$ cat src/rtl/seq_sub_pkg.sv
// Shared definitions for the sequential chunked subtractor.
package seq_sub_pkg;

    typedef enum logic [1:0] {
        IDLE = 2'd0,
        BUSY = 2'd1,
        DONE = 2'd2
    } state_t;

    // Counter width for n slices, never narrower than one bit.
    function automatic int unsigned cnt_width(input int unsigned n);
        return (n > 1) ? $clog2(n) : 1;
    endfunction

endpackage

$ cat src/rtl/seq_subtractor_sub_chunk.sv
// One CHUNK-bit slice of a ripple subtractor: diff = a - b - borrow_in.
module sub_chunk #(
    parameter int CHUNK = 4
) (
    input  logic [CHUNK-1:0] i_a,
    input  logic [CHUNK-1:0] i_b,
    input  logic             i_borrow_in,
    output logic [CHUNK-1:0] o_diff,
    output logic             o_borrow_out
);

    logic [CHUNK:0] w_full;

    assign w_full       = {1'b0, i_a} - {1'b0, i_b} - {{CHUNK{1'b0}}, i_borrow_in};
    assign o_diff       = w_full[CHUNK-1:0];
    assign o_borrow_out = w_full[CHUNK];

endmodule

$ cat src/rtl/seq_subtractor.sv
// Multi-cycle subtractor, one CHUNK-bit slice per cycle, valid/ready on both sides.
// Optional macro SEQ_SUBTRACTOR_SAT_EN clamps a negative result to zero.
module seq_subtractor
    import seq_sub_pkg::*;
#(
    parameter int WIDTH = 8,
    parameter int CHUNK = 4
) (
    input  logic             clk,
    input  logic             rst,
    input  logic             in_valid,
    output logic             in_ready,
    input  logic [WIDTH-1:0] a,
    input  logic [WIDTH-1:0] b,
    output logic             out_valid,
    input  logic             out_ready,
    output logic [WIDTH-1:0] diff,
    output logic             borrow
);

    localparam int unsigned N  = WIDTH / CHUNK;
    localparam int unsigned CW = cnt_width(N);
    localparam logic [CW-1:0] LAST = CW'(N - 1);

    if (WIDTH % CHUNK != 0) begin : g_bad_chunk
        $error("seq_subtractor: WIDTH must be a multiple of CHUNK");
    end

    state_t           r_state;
    logic [CW-1:0]    r_cnt;
    logic [WIDTH-1:0] r_a;
    logic [WIDTH-1:0] r_b;
    logic [WIDTH-1:0] r_work;
    logic             r_bin;
    logic [WIDTH-1:0] r_diff;
    logic             r_borrow;

    logic [CHUNK-1:0]       w_dslice;
    logic                   w_bout;
    logic [WIDTH+CHUNK-1:0] w_cat;
    logic [WIDTH-1:0]       w_next_work;

    sub_chunk #(.CHUNK(CHUNK)) u_sub_chunk (
        .i_a          (r_a[CHUNK-1:0]),
        .i_b          (r_b[CHUNK-1:0]),
        .i_borrow_in  (r_bin),
        .o_diff       (w_dslice),
        .o_borrow_out (w_bout)
    );

    // Operands shift right so the active slice is always at the bottom; the
    // result shifts in from the top and is fully aligned after N slices.
    assign w_cat       = {w_dslice, r_work};
    assign w_next_work = w_cat[WIDTH+CHUNK-1:CHUNK];

    always_ff @(posedge clk) begin
        if (rst) begin
            r_state  <= IDLE;
            r_cnt    <= '0;
            r_bin    <= 1'b0;
            r_diff   <= '0;
            r_borrow <= 1'b0;
        end else begin
            case (r_state)
                IDLE: begin
                    if (in_valid) begin
                        r_a     <= a;
                        r_b     <= b;
                        r_bin   <= 1'b0;
                        r_cnt   <= '0;
                        r_state <= BUSY;
                    end
                end
                BUSY: begin
                    r_a    <= r_a >> CHUNK;
                    r_b    <= r_b >> CHUNK;
                    r_work <= w_next_work;
                    r_bin  <= w_bout;
                    r_cnt  <= r_cnt + 1'b1;
                    if (r_cnt == LAST) begin
                        r_borrow <= w_bout;
`ifdef SEQ_SUBTRACTOR_SAT_EN
                        r_diff   <= w_bout ? '0 : w_next_work;
`else
                        r_diff   <= w_next_work;
`endif
                        r_state  <= DONE;
                    end
                end
                DONE: begin
                    if (out_ready) begin
                        r_state <= IDLE;
                    end
                end
                default: r_state <= IDLE;
            endcase
        end
    end

    assign in_ready  = (r_state == IDLE);
    assign out_valid = (r_state == DONE);
    assign diff      = r_diff;
    assign borrow    = r_borrow;

endmodule

$ cat config.mk
export PLATFORM = sky130hd
export DESIGN_NAME = seq_subtractor
export DESIGN_NICKNAME = d
export VERILOG_FILES = /design/src/rtl/seq_sub_pkg.sv /design/src/rtl/seq_subtractor_sub_chunk.sv /design/src/rtl/seq_subtractor.sv
export SDC_FILE = /design/constraint.sdc
export NUM_CORES = 1
export LEC_CHECK = 0
export BUFFER_PORTS_ARGS = -buffer_cell sky130_fd_sc_hd__clkbuf_2
export CAP_MARGIN = 25
export CORE_ASPECT_RATIO = 1.2
export CORE_MARGIN = 5
export CORE_UTILIZATION = 30
export DETAILED_ROUTE_END_ITERATION = 8
export PLACE_DENSITY = 0.61
export SETUP_SLACK_MARGIN = 0.4
export SYNTH_ARGS = -nofsm -noshare
export SYNTH_HDL_FRONTEND = slang
export SYNTH_SLANG_ARGS = --single-unit
export TNS_END_PERCENT = 30
$ cat constraint.sdc
create_clock -name clk -period 2.1 [get_ports clk]
set_clock_uncertainty 0.1 [all_clocks]
set_input_delay 0.525 -clock clk [delete_from_list [all_inputs] [get_ports clk]]
set_output_delay 0.525 -clock clk [all_outputs]
set_load 0.01 [all_outputs]
==> results of run 1 <==
-- metal layers --
| layer | global-route usage | part of all wire |
|---|---|---|
| met5 | 0 | 0 |
| met2 | 0.1307 | 0.48 |
| met4 | 0.03816 | 0.022 |
| met1 | 0.1011 | 0.44 |
| met3 | 0.03409 | 0.061 |
-- placed cells by master, fill, tap and decap left out --
cell type,synthesis,final
o21bai_1,1,1
dfxtp_1,13,12
mux2i_1,1,1
xor2_2,0,1
nor2_1,7,6
clkinvlp_4,0,1
dfxtp_2,0,1
a21bo_2,1,1
fa_2,0,2
nor2_2,3,3
edfxtp_1,20,20
nand2b_1,2,2
a21boi_1,1,1
a2bb2oi_2,0,1
a211oi_1,1,1
o21ai_0,2,1
xnor2_1,1,1
clkinv_1,0,1
nor2b_1,3,3
inv_2,0,1
clkbuf_8,0,5
nor2_4,0,1
a21oi_1,6,6
inv_1,11,10
and3b_1,3,3
clkbuf_2,0,30
o41ai_2,1,1
a211oi_2,2,2
nand2_1,34,34
ha_4,0,1
buf_4,1,1
nand3b_1,3,3
o21ai_2,0,1
clkbuf_1,1,1
o31ai_1,1,1
ha_2,0,1
nor3_1,1,1
and2_1,8,8
ha_1,6,4
-- worst min path at each step --
stage	from	slack [ns]	end
CTS	diff[3]	0.35	diff[3]
detailed placement	diff[3]	0.35	diff[3]
floorplan	r_bin	0.36	r_bin
global placement	diff[3]	0.34	diff[3]
global route	diff[3]	0.37	diff[3]
finish	diff[3]	0.35	diff[3]
-- final cells by class --
cell class | instances | area [um^2]
timing repair buffer | 31 | 157.7
clock buffer | 6 | 72.57
clock inverter | 2 | 11.26
fill | 490 | 3094
sequential | 33 | 862.1
multi-input combinational | 92 | 625.6
inverter | 11 | 41.29
tap | 60 | 75.07
-- sequential cells by signal, indices dropped and copies added, names as in the netlist --
name     cells
r_a          8
r_b          8
r_work       4
r_state      2
borrow       1
r_bin        1
diff         8
r_cnt        1
-- where the power goes --
part / leakage, nW / switching (mW) / internal, mW
Sequential: 0.297 / 0.0206 / 0.745
Combinational: 0.443 / 0.135 / 0.113
Clock: 0.0388 / 0.227 / 0.229
-- cell usage after synthesis (all sizes together) --
master / n
a21boi: 1
a2bb2oi: 1
a211oi: 3
buf: 6
edfxtp: 20
o21ai: 2
o31ai: 1
dfxtp: 13
and2: 8
o41ai: 1
and3b: 3
o21bai: 1
nor3: 1
nand3b: 3
fa: 2
xor2: 1
nand2b: 2
mux2i: 1
xnor2: 1
nand2: 34
inv: 11
nor2: 10
nor2b: 3
a21oi: 6
ha: 6
clkbuf: 1
a21bo: 1
-- tightest hold or removal path: stages, from the launching register on --
cell     delay (ns)
dfxtp_1        0.31
nand2_1        0.05
a21oi_1        0.05
-- per-stage QoR --
step,setup WS (ns),instance area (um^2)
after floorplan,0.2793,1539
after CTS,0.2182,1821
after global placement,0.2123,1723
after detailed placement,0.1934,1723
final,0.2151,1846
after global routing,0.1386,1846
-- repair_timing --
item,in CTS,in global routing
pin swaps,0,2
endpoints found under the setup margin,8,11
setup buffers,0,0
gates resized for setup,5,4
-- cells by family after synthesis --
family / Yosys count
multiplexers: 1
XOR/XNOR: 2
AO/OA/AOI/OAI: 17
adder cells (fa/ha/maj): 8
flip-flops: 33
AND/OR/NAND/NOR: 64
buffers and inverters: 18
==> metrics.md, run 1 <==
| Metric | Value |
|---|---|
| Worst-case vdd ir drop | about 460 uV |
| RSZ-0062 raised after global routing | yes |
| Maximum fanout along the worst path | 2 |
| Critical R2R Capture | r_work[7] |
| Maxcap violations | 0 |
| YS warnings | 0 |
| Compound-cell area share of the yosys netlist | 0.08497 |
| Post-Syn Area | 1531 um^2 |
| Max stage delay on crit path | 0.57 ns |
| Rel. slew slack | 0.6239 |
| Vias per std cell | 4.332 |
| Max Buffers Root-to-Sink | 2 |
| Synth unique cells | 31 |
| Most used cell, CP | inv_1 |
| Post-synth net total | 171 |
| Worst hold path type | reg -> reg |
| Cells on worst reg2reg path | 7 |
| Placed insts | 227 |
| Row count | 28 |
| Root cell of the clock tree | clkbuf_8 |
| Largest family of logic cells by synthesized area | simple AND/OR/NAND/NOR gates |
| Global-route wire length before repair | 4160 um |
| CTS tree | done |
| GRT Util Overall | 0.08391 |
| Leak | 0.7787 nW |
| Via count | 1018 |
| Post-synthesis sequential area ratio | 0.5621 |
| Post-route DRC | 0 |
| Setup crit end | r_work[7] |
| FF-to-FF setup slack | roughly 0.22 ns |
| Share of layout cells above drive strength 1 | 0.3086 |
| Critical Path Start Type | flop |
| I/O pin cnt | 31 |
| Setup tns final | 0 ns |
| Post-Synth Simple-Gate Area | 0.2010 |
| Synth area leaders | edfxtp_1 39%, dfxtp_1 17%, nand2_1 8.3% |
| Initial antenna violation count | 0 |
| Hpwl dp | 1839 um |
| Final wirelength | about 2600 um |
| Sink Count | 33 |
| Antenna viol nets, final | 0 |
| Cell taking the most area after synthesis | edfxtp_1 |
| Routed wire length per instance | 11.03 um |
| Synthesis-stage register bit count | 33 |
| Ratio of final minimum period to clock period | 0.8976 |
| Minimum clock period | 1.885 ns |
| Pin count of the biggest net entering global routing | 19 |
| Slowest stage cell, crit path | fa_2 |
| Die area | 6640 um^2 |
| Worst-skew pair later-pin latency | 0.28 ns |
| DRT iter0 DRCs | 51 |
| Final slew viol count | 0 |
| Synth Area in XOR/XNOR | 0.01144 |
| Diodes inserted | 0 |
| Chip Width | 75.23 um |
| Fin. Hold Viols | 0 |
| CP Class | reg -> reg |
| Grt total ovfl | 0 |
| Crit path buf inv count | 2 |
| Endpoint class of the critical path | flop |
| Required @ worst endpoint | 2.04 ns |
| Mux contribution to synthesized area | 0.006536 |
| Pre-antenna DRT Iters | 4 |
| Avg Inst Size Synth | 10.71 um^2 |
| Overall power | 1.470 mW |
| Crit path DAT | 1.82 ns |
| H-tree level count | 2 |
| Crit path cell chain | inv_1 > fa_2 > inv_1 > ha_2 > o21ai_2 > and3b_1 > nor2_1 |
| Share of the synthesized area in the top cell type | 0.3922 |
| Worst Setup SP | r_b[0] |
| Syn-to-layout area delta | 20.51% |
| Global placer's final weighted congestion | 0.7149 |
| Final core utilization | 0.3736 |
| Core Area | 4940 um^2 |
| Vias in the first global route | 958 |
| Die height | just under 90 um |
| Port buffer count | 30 |
| Post-Synthesis Cells | 143 |
| Hold Crit Depth | 2 |
| Peak Freq | 530.5 MHz |
| Hold Slack | between 0.3 and 0.4 ns |
| Starting density of the core | 0.3100 |
| Crit path depth | 7 |
| CTS Buf Count | 5 |
| CTS clk-pin slew, worst paths | 0.06 ns |
| Pwr Density | 796.7 nW/um^2 |
| Worst-Margin Slew | between 0.5 and 0.6 ns |
| Post-layout nets | 202 |
| Adder-cell share of the synthesized area | 0.07516 |
| Status | completed |
| Post-cts hold buffer count | 0 |
| Final setup violation count | 0 |
| R2r startpoint | r_b[0] |
| Final non-filler cell total | 235 |
| Crit path max-delay family | adder cells |
Power figures use the tool's default switching activity.
==> run 2, diff against run 1 <==
RECOVER_POWER = 100   (was not set)
==> run 2 against run 1 <==
Compared with the run above: wire length grew 1.0%; critical path depth unchanged; combinational power is 7% lower; global-route usage is the same; sequential share of layout area is 1.2 points higher; first-iteration DRC count is 12% lower; register-to-register slack got worse by 0.04 ns.
==> metrics.md, run 2 (synthesized netlist as in run 1, its figures left out) <==
| Metric | Value |
|---|---|
| Rel. slew slack | 0.5060 |
| Port buffer count | 30 |
| Worst hold path type | reg -> reg |
| Commonest non-fill, non-tap cell in the layout | nand2_1 |
| CTS Buf Count | 5 |
| Final non-filler cell total | 235 |
| Global placer's final weighted congestion | ~0.7 |
| Hold path endpoint | diff[3] |
| Critical Path Start Type | flop |
| CTS clk-pin slew, worst paths | approximately 0.070 ns |
| Critical R2R Capture | borrow |
| Routed wire length per instance | between 10 and 15 um |
| Peak Freq | between 500 and 600 MHz |
| Root cell of the clock tree | clkbuf_8 |
| Hold Crit Depth | 2 |
| Syn-to-layout area delta | 17.40% |
| Pwr Density | a little over 800 nW/um^2 |
| Vias per std cell | 4.345 |
| Required @ worst endpoint | 2.20 ns |
| Worst-Margin Slew | around 0.74 ns |
| Hpwl dp | around 1800 um |
| DRT iter0 DRCs | 45 |
| Maxcap violations | 0 |
| Die area | 6640 um^2 |
| Post-layout nets | 202 |
| Fillers | roughly 500 |
| CP Class | reg -> reg |
| R2r startpoint | r_b[0] |
| Final wirelength | about 2600 um |
| RSZ-0062 raised after global routing | yes |
| Vias in the first global route | 958 |
| Grt total ovfl | 0 |
| FF-to-FF setup slack | 0.18 ns |
| Hold Slack | 0.3528 ns |
| Final setup violation count | 0 |
| Post-Place Setup Slack | 0.1934 ns |
| Setup tns final | 0 ns |
| Core Area | slightly below 5000 um^2 |
| H-tree level count | 2 |
| Pin count of the biggest net entering global routing | 19 |
| Placed insts | 227 |
| Initial antenna violation count | 0 |
| CTS tree | done |
| Pre-antenna DRT Iters | 4 |
| Endpoint class of the critical path | flop |
| Crit path buf inv count | 2 |
| Cells on worst reg2reg path | 7 |
| Die height | ~88 um |
| Ratio of final minimum period to clock period | 0.9152 |
| Leak | roughly 0.73 nW |
| Highest-count cells in the layout ignoring fill and taps | 34 x nand2_1, 20 x edfxtp_1, 19 x clkbuf_2 |
| Global-route wire length before repair | 4160 um |
| Share of layout cells above drive strength 1 | 0.2114 |
| Final setup margin | approximately 0.18 ns |
| Slowest stage cell, crit path | fa_1 |
| Status | completed |
| Starting density of the core | 0.3100 |
| Fin. Hold Viols | 0 |
| Crit path cell chain | inv_1 > fa_1 > inv_1 > fa_1 > and3b_1 > a2bb2oi_2 > a211oi_2 |
| Worst-skew pair later-pin latency | 0.28 ns |
| Critical hold path startpoint | diff[3] |
| GRT Util Overall | 0.08391 |
| Antenna viol nets, final | 0 |
| Max Buffers Root-to-Sink | 2 |
| Max stage delay on crit path | 0.41 ns |
| Crit path max-delay family | adder cells |
| Crit path DAT | 2.02 ns |
| Maximum fanout along the worst path | 3 |
| Via count | 1021 |
| I/O pin cnt | 31 |
| Worst-case vdd ir drop | 453.9 uV |
| Final slew viol count | 0 |
| Sink Count | 33 |
| Minimum clock period | 1.922 ns |
| Row count | 28 |
| Chip Width | 75.23 um |
| Post-route DRC | 0 |
| Diodes inserted | 0 |
[run 2: final cells by class]
cell class / instances / area (um^2) / area share
clock buffer: 6 / 72.57 / 0.04036
clock inverter: 2 / 11.26 / 0.006263
inverter: 11 / 41.29 / 0.02296
multi-input combinational: 92 / 595.6 / 0.3312
sequential: 33 / 862.1 / 0.4795
tap: 60 / 75.07 / 0.04175
timing repair buffer: 31 / 140.1 / 0.07794
[run 2: how the worst max path moves through the flow]
| stage | startpoint | to | slack (ns) | cells past startpoint |
|---|---|---|---|---|
| after floorplan | r_bin | r_work[7] | 0.28 | 7 |
| after global placement | r_bin | diff[7] | 0.21 | 7 |
| after detailed placement | r_bin | borrow | 0.19 | 7 |
| after global routing | r_b[0] | diff[7] | 0.09 | 7 |
| final | r_b[0] | borrow | 0.18 | 7 |
| after CTS | r_b[0] | borrow | 0.22 | 7 |
[run 2: power by group]
group	switching (mW)	leakage [nW]	internal, mW
Combinational	0.128	0.393	0.102
Clock	0.227	0.0388	0.229
Sequential	0.0199	0.297	0.745
[run 2: routing by layer]
layer,track usage,vias up,part of all wire
met3,0.03409,7,0.060
met1,0.1011,458,0.45
met2,0.1307,26,0.47
met4,0.03816,0,0.023
met5,0,-,0
li1,-,530,-
[run 2: worst min-delay path, stage by stage (launching register included)]
cell     delay (ns)
dfxtp_1        0.31
nand2_1        0.05
a21oi_1        0.05
[run 2: stage by stage]
stage / power (mW) / area, um^2 / util
floorplan: 0.9486 / 1539 / -
global placement: 1.003 / 1723 / 0.3488
detailed placement: 1.007 / 1723 / 0.3488
CTS: 1.479 / 1821 / 0.3685
global route: 1.534 / 1798 / 0.3640
finish: 1.452 / 1798 / 0.3640
[run 2: what timing repair did]
item | 4_1_cts | 5_1_grt
hold buffers | 0 | 0
resized for setup | 5 | 4
setup endpoints to repair | 8 | 11
setup buffers | 0 | 0
pin swaps | 0 | 2
hold endpoints to repair | 0 | 0
